### config.mk
export PLATFORM = sky130hd
export DESIGN_NAME = send_control_block
export DESIGN_NICKNAME = d
export VERILOG_FILES = /design/src/rtl/send_control_block_pkg.sv /design/src/rtl/send_control_block_max_count_gen.sv /design/src/rtl/send_control_block.sv
export SDC_FILE = /design/constraint.sdc
export NUM_CORES = 1
export LEC_CHECK = 0
export BUFFER_PORTS_ARGS = -buffer_cell sky130_fd_sc_hd__buf_2
export CORE_MARGIN = 5
export CORE_UTILIZATION = 61
export DETAILED_ROUTE_END_ITERATION = 10
export PLACE_DENSITY_LB_ADDON = 0.08
export SLEW_MARGIN = 15
export SYNTH_ARGS = -nofsm -noshare
export SYNTH_HDL_FRONTEND = slang
export SYNTH_SLANG_ARGS = --single-unit
### constraint.sdc
create_clock -name clk125MHz -period 6.1 [get_ports clk125MHz]
set_clock_uncertainty 0.05 [all_clocks]
set_input_delay 0.61 -clock clk125MHz [delete_from_list [all_inputs] [get_ports clk125MHz]]
set_output_delay 0.61 -clock clk125MHz [all_outputs]
set_load 0.02 [all_outputs]
### src/rtl/send_control_block_pkg.sv
// ============================================================================
// Module   : send_control_block_pkg
// Purpose  : Shared types and constants for the Ethernet frame-issue sequencer.
// Revision : 1.0 - initial release
// ============================================================================
`default_nettype none

package send_control_block_pkg;

    typedef enum logic [1:0] {
        ST_GAP       = 2'd0,
        ST_PULSE     = 2'd1,
        ST_HOLD      = 2'd2,
        ST_WAIT_DONE = 2'd3
    } state_t;

    localparam int HOLD_CYCLES = 2;

    localparam int SW_MAX_LSB  = 0;
    localparam int SW_MAX_MSB  = 3;
    localparam int SW_COPY_LSB = 4;
    localparam int SW_COPY_MSB = 6;
    localparam int SW_PAUSE    = 7;

endpackage

`default_nettype wire

### src/rtl/send_control_block_max_count_gen.sv
// ============================================================================
// Module   : max_count_gen
// Purpose  : Decodes the 4-bit segment select into the highest segment index.
// Revision : 1.0 - initial release
// ============================================================================
`default_nettype none

module max_count_gen (
    input  logic [3:0]  i_sel,
    output logic [15:0] o_max
);

    always_comb begin
        o_max = (16'd1 << i_sel) - 16'd1;
    end

endmodule

`default_nettype wire

### src/rtl/send_control_block.sv
// ============================================================================
// Module   : send_control_block
// Purpose  : Launches frames, enforces the inter-frame gap and advances ids.
// Revision : 1.0 - initial release
// ============================================================================
`default_nettype none

module send_control_block
    import send_control_block_pkg::*;
#(
    parameter int unsigned IFG_CYCLES = 16
) (
    input  logic        clk125MHz,
    input  logic        rstn,
    input  logic [7:0]  switches,
    input  logic        busy,
    output logic [15:0] segment_num,
    output logic [7:0]  txid_inter,
    output logic [7:0]  aux,
    output logic        start_sending
);

    localparam logic [15:0] C_IFG       = 16'(IFG_CYCLES);
    localparam logic [1:0]  C_HOLD_LAST = 2'(HOLD_CYCLES - 1);

    logic [7:0]  r_sw_meta;
    logic [7:0]  r_sw_sync;
    state_t      r_state;
    logic [15:0] r_gap_cnt;
    logic [1:0]  r_hold_cnt;
    logic [15:0] r_seg;
    logic [7:0]  r_copy;
    logic [7:0]  r_aux;
    logic        r_start;

    logic [15:0] w_max;
    logic [7:0]  w_last_copy;
    logic        w_pause;

    max_count_gen u_max_count_gen (
        .i_sel (r_sw_sync[SW_MAX_MSB:SW_MAX_LSB]),
        .o_max (w_max)
    );

    assign w_last_copy = {5'd0, r_sw_sync[SW_COPY_MSB:SW_COPY_LSB]};
    assign w_pause     = r_sw_sync[SW_PAUSE];

    always_ff @(posedge clk125MHz or negedge rstn) begin
        if (!rstn) begin
            r_sw_meta <= 8'd0;
            r_sw_sync <= 8'd0;
        end else begin
            r_sw_meta <= switches;
            r_sw_sync <= r_sw_meta;
        end
    end

    always_ff @(posedge clk125MHz or negedge rstn) begin
        if (!rstn) begin
            r_state    <= ST_GAP;
            r_gap_cnt  <= 16'd0;
            r_hold_cnt <= 2'd0;
            r_seg      <= 16'd0;
            r_copy     <= 8'd0;
            r_aux      <= 8'd0;
            r_start    <= 1'b0;
        end else begin
            r_start <= 1'b0;
            case (r_state)
                ST_GAP: begin
                    if (w_pause) begin
                        r_gap_cnt <= 16'd0;
                    end else if (r_gap_cnt == C_IFG) begin
                        r_gap_cnt <= 16'd0;
                        r_start   <= 1'b1;
                        r_state   <= ST_PULSE;
                    end else begin
                        r_gap_cnt <= r_gap_cnt + 16'd1;
                    end
                end
                ST_PULSE: begin
                    r_hold_cnt <= 2'd0;
                    r_state    <= ST_HOLD;
                end
                ST_HOLD: begin
                    if (r_hold_cnt == C_HOLD_LAST) begin
                        r_state <= ST_WAIT_DONE;
                    end else begin
                        r_hold_cnt <= r_hold_cnt + 2'd1;
                    end
                end
                ST_WAIT_DONE: begin
                    if (!busy) begin
                        if (r_copy < w_last_copy) begin
                            r_copy <= r_copy + 8'd1;
                        end else begin
                            r_copy <= 8'd0;
                            if (r_seg >= w_max) begin
                                r_seg <= 16'd0;
                                r_aux <= r_aux + 8'd1;
                            end else begin
                                r_seg <= r_seg + 16'd1;
                            end
                        end
                        // The exit edge counts as the first gap cycle, so a
                        // fresh gap (reset, pause release) is one cycle longer.
                        r_gap_cnt <= 16'd1;
                        r_state   <= ST_GAP;
                    end
                end
                default: begin
                    r_state <= ST_GAP;
                end
            endcase
        end
    end

    assign segment_num   = r_seg;
    assign txid_inter    = r_copy;
    assign aux           = r_aux;
    assign start_sending = r_start;

endmodule

`default_nettype wire

==> Word-level counts from Yosys, hierarchy flattened <==
Index checks and enable logic that the tools add are counted.
{ "totals": {"regBits": 69, "inputBits": 11, "out_inout_bits": 33} }
{ "classes": {"add_sub_neg": 6, "order_cmp": 2, "n_eq_ne": 10, "shifts": 1, "mux": 16, "bitwise_logic": 2, "reduce_logical": 9} }
{ "ops": {"columns": ["operator", "count"], "rows": [
  ["$mux 16", 4],
  ["$add 16x1->16 const B", 2],
  ["$pmux 16 s2", 1],
  ["$add 8x1->8 const B", 2],
  ["$eq 16x5->1 const B", 1],
  ["$ge 16x16->1", 1],
  ["$shl 1x4->16 const A", 1],
  ["$sub 16x1->16 const B", 1],
  ["$mux 2", 5],
  ["$ne 2x2->1 const B", 5],
  ["$lt 8x3->1", 1],
  ["$mux 8", 1],
  ["$pmux 2 s4", 1],
  ["$reduce_and 4->1", 2],
  ["$reduce_and 2->1", 3],
  ["$eq 2x1->1 const B", 2],
  ["$eq 2x2->1 const B", 2],
  ["$pmux 2 s2", 1],
  ["$reduce_bool 2->1", 2],
  ["$mux 1", 3],
  ["$reduce_and 3->1", 1],
  ["$add 2x1->2 const B", 1],
  ["$logic_not 2->1", 1],
  ["$not 1->1", 2]
]} }

==> Depth between registers and ports, before layout <==
{ "depth": {"ltp_word": 4, "ltp_mapped": 17, "depth_no_buf": 14} }

==> By module <==
A second synthesis with hierarchy kept.
{ "hier_totals": {"hier_cells": 415, "hier_area_um2": 3895.0} }
{ "modules_own_cells": {"columns": ["mod", "instances", "cells_per_inst", "area_each_um2"], "rows": [
  ["send_control_block", 1, 375, 3627.2],
  ["max_count_gen", 1, 40, 267.8]
]} }

==> Worst setup path after synthesis <==
No wires, ideal clock.
{ "synth_path": {"path_type": "flip-flop to flip-flop", "startpoint": "register r_sw_sync[3]", "endpoint": "register r_aux[1], in the netlist aux[1]", "setup_ps": 125, "arrival_time_ps": 3062, "required_time_ps": 5925, "setup_slack_ps": 2863, "stages_incl_launch_ff": 18, "synth_period_minus_slack_ps": 3237, "path_cell_list": "dfrtp_1 > clkbuf_1 > nor2_1 > nand2_1 > ha_1 > buf_1 > nor2_1 > nand3_1 > a21oi_1 > a31oi_1 > ha_1 > nand4_1 > nor4_1 > a31oi_1 > nand3_1 > and2_1 > buf_6 > mux2_4"} }
{ "synth_between": {"elab_chain_cells": 4} }
{ "synth_rtl": {"columns": ["item", "line", "text"], "rows": [
  ["start: declaration", "send_control_block.sv:27", "logic [7:0] r_sw_sync;"],
  ["start signal: assignment", "send_control_block.sv:54", "r_sw_sync <= r_sw_meta;"],
  ["$shl 1x4->16", "send_control_block_max_count_gen.sv:14", "o_max = (16'd1 << i_sel) - 16'd1;"],
  ["$sub 16x1->16", "send_control_block_max_count_gen.sv:14", null],
  ["$ge 16x16->1", "send_control_block.sv:98", "if (r_seg >= w_max) begin"],
  ["$reduce_and 4->1 (no line)", null, null],
  ["end signal: assignment", "send_control_block.sv:100", "r_aux <= r_aux + 8'd1;"],
  ["end: declaration", "send_control_block.sv:33", "logic [7:0] r_aux;"]
]} }
Every way passes these cells.
A chain may end at the register's enable or synchronous reset.

==> Worst setup path after layout <==
{ "layout_path": {"startpoint": "register r_sw_sync[2]", "endpoint": "register r_aux[1], in the netlist aux[1]"} }
The elaborated chain is that of the path after synthesis.

==> impl_metrics.json <==
{
  "hpwl_um": 5491,
  "drive_above_1_share_pct": 15.32,
  "grt_pass1_wl_um": 13370,
  "critPathKind": "register to register",
  "slowest_delay_ns": 0.51,
  "htree_levels": 3,
  "io_pins": 44,
  "synth_area_um2": 3725,
  "seq_area_frac_synth_pct": 46.36,
  "first_iter_violations": 206,
  "maxCapViolCount": 0,
  "power.leakage_nw": 2.043,
  "grt_max_degree": 70,
  "synth-compound-area-share_pct": 13.60,
  "status": "complete, no violations",
  "critPathSlowestCell": "dfrtp_1",
  "path_clk_slew_ns": 0.08,
  "setup_viol": 0,
  "vias_per_cell": 5.825,
  "synth_top_cells_by_count": "dfrtp_1 (69), nand2_1 (50), nor2_1 (45), o21ai_0 (36), ha_1 (29)",
  "root_buffer": "clkbuf_8",
  "yosysMostFrequentCell": "dfrtp_1",
  "syn_area_per_cell_um2": 9.430,
  "crit_required_ns": 6.27,
  "cp.arrival_ns": 4.16,
  "synthSimpleGateAreaFrac_pct": 21.50,
  "syn_nets": 435,
  "path_max_fanout": 14,
  "diodes": 0,
  "maxSlewViolCount": 0,
  "wl_per_cell_um": 15.01,
  "postRouteAntennaNets": 0,
  "hold_violations": 0,
  "drcViolationCount": 0,
  "place_ws_ns": 2.185,
  "cts_buffers": 9,
  "yosys.area_share.adder_pct": 9.741,
  "clockBufferDepth": 2,
  "post-route-min-period_ns": 3.985,
  "power-per-cell-area_nw_per_um2": 312.9,
  "clock_sinks": 69,
  "fin_util_pct": 70.69,
  "synth_top_cell_by_area": "dfrtp_1",
  "syn-instance-count": 395,
  "grt_pass1_vias": 2795,
  "synth.distinct_cells": 43,
  "holdWs_ns": 0.3036,
  "period_share_pct": 65.32,
  "io_buffers": 43,
  "rows": 28,
  "cp_cell_sequence": "nor3_1, nand2_1, ha_1, nor2_1, nand3_1, a21oi_1, a31oi_1, ha_1, nand4_1, nor4_1, a31oi_1, nand3_1, and2_1, mux2_4",
  "syn_to_final_growth_pct": 12.36,
  "start_util_pct": 62.91,
  "core_area_um2": 5921,
  "cts_tree": "built",
  "ctsResizeCount": 0,
  "synth_seq_cells": 69,
  "setup_slack_ns": 2.115,
  "grt_remaining_overflow": 0,
  "synthTopCellsByArea": "dfrtp_1 (46%), ha_1 (9.7%), nand2_1 (5.0%)",
  "rsz0062_at_grt": "false",
  "gr-usage-all-layers_pct": 21.76,
  "crit_path_end_kind": "register",
  "synth_edf_count": 0,
  "synth_top_family_by_area": "simple AND/OR/NAND/NOR gates",
  "nets": 479,
  "worstMarginPinSlew_ns": 0.8536,
  "synthArstFlopShare_pct": 100.0,
  "hold_buffers": 0,
  "netlist.area_leader.share_pct": 46.36,
  "relSlewSlack_pct": 43.09,
  "yosys_warnings": 0,
  "die_y_um": 88.14,
  "drt-total-wl_um": 7788,
  "ir_drop_v": 0.0002757,
  "synth_flop_cell": "dfrtp_1",
  "yosys.area_share.xor_xnor_pct": 4.938,
  "fmax_mhz": 251.0,
  "die_w_um": 88.14,
  "design_area_um2": 4185,
  "setup_tns_ns": 0,
  "antenna_found_initial": 0,
  "hold_path_class": "register to register",
  "post_cts_buffers": 0,
  "vias": 3023,
  "startpoint_type": "register",
  "place_area_um2": 3995,
  "gp_congestion": 0.8161,
  "die_area_um2": 7769,
  "worstSkewPairLatency_ns": 0.34,
  "drt_pass1_iterations": 5,
  "synth.area.mux_share_pct": 1.008
}
## worst max-delay path: cells and delay by family, from the launching register on
family | cells | cell delay [ns]
fa+ha+maj | 2 | 0.62
mux | 1 | 0.33
flops | 1 | 0.51
simple gates | 8 | 1.95
compound gates | 3 | 0.41
## layout by cell type (no fill, tap or decap), drive strengths merged, types with 5 or more instances in the layout
cell type / count
inv: 13
nand3: 16
xnor2: 16
nor2: 46
nand4: 9
a21oi: 9
xor2: 5
clkbuf: 9
buf: 45
nor4: 6
nor3: 12
clkinv: 5
and3: 9
dfrtp: 69
a31oi: 6
nand2b: 9
o21ai: 36
a22o: 8
nand2: 50
ha: 29
## cells by family after synthesis
| group | count (synthesis) |
|---|---|
| adder cells (fa/ha/maj) | 29 |
| AND/OR/NAND/NOR | 169 |
| multiplexers | 3 |
| buffers and inverters | 25 |
| flip-flops | 69 |
| other | 1 |
| AO/OA/AOI/OAI | 78 |
| XOR/XNOR | 21 |
## power breakdown
part	total, mW	switching (mW)	internal [mW]
registers	0.560	0.0559	0.504
logic	0.387	0.237	0.150
clock network	0.362	0.176	0.187
total	1.31	0.469	0.841
## routing by layer
layer	up-vias	track usage [%]	share of wire [%]
met5	-	0	0
met1	1450	32.65	49
met4	0	6.181	1.0
met2	82	32.53	45
li1	1484	-	-
met3	7	3.857	4.8
## worst paths after layout
kind | cells past startpoint | start | to | slack [ns]
worst max-delay path | 14 | r_sw_sync[2] | aux[1] | 2.12
worst min-delay path | 0 | r_sw_meta[7] | r_sw_sync[7] | 0.30
worst max register to register | 14 | r_sw_sync[2] | aux[1] | 2.12
worst min register to register | 0 | r_sw_meta[7] | r_sw_sync[7] | 0.30
max in group asynchronous | 2 | rstn | r_sw_sync[2] | 5.03
min in group asynchronous | 2 | rstn | segment_num[14] | 0.42
## flip-flops by register name, summed over array words and instances, names as in the netlist
name           flops
r_sw_sync          8
r_gap_cnt         16
r_hold_cnt         2
start_sending      1
txid_inter         8
r_sw_meta          8
segment_num       16
r_state            2
aux                8
## stage by stage
step	instances	power, mW
final	519	1.310
after global routing	519	1.398
after CTS	519	1.323
after detailed placement	503	0.9568
after global placement	503	0.9378
after floorplan	395	0.8396
## cell type report
class                           count  area, um^2
Multi-Input combinational cell    301        1896
Fill cell                         455        1735
Clock buffer                        9       123.9
Sequential cell                    69        1727
Clock inverter                      7       66.31
Inverter                           13       48.80
Timing Repair Buffer               45       230.2
Tap cell                           75       93.84
No activity file was read; power rests on OpenSTA's default activity.
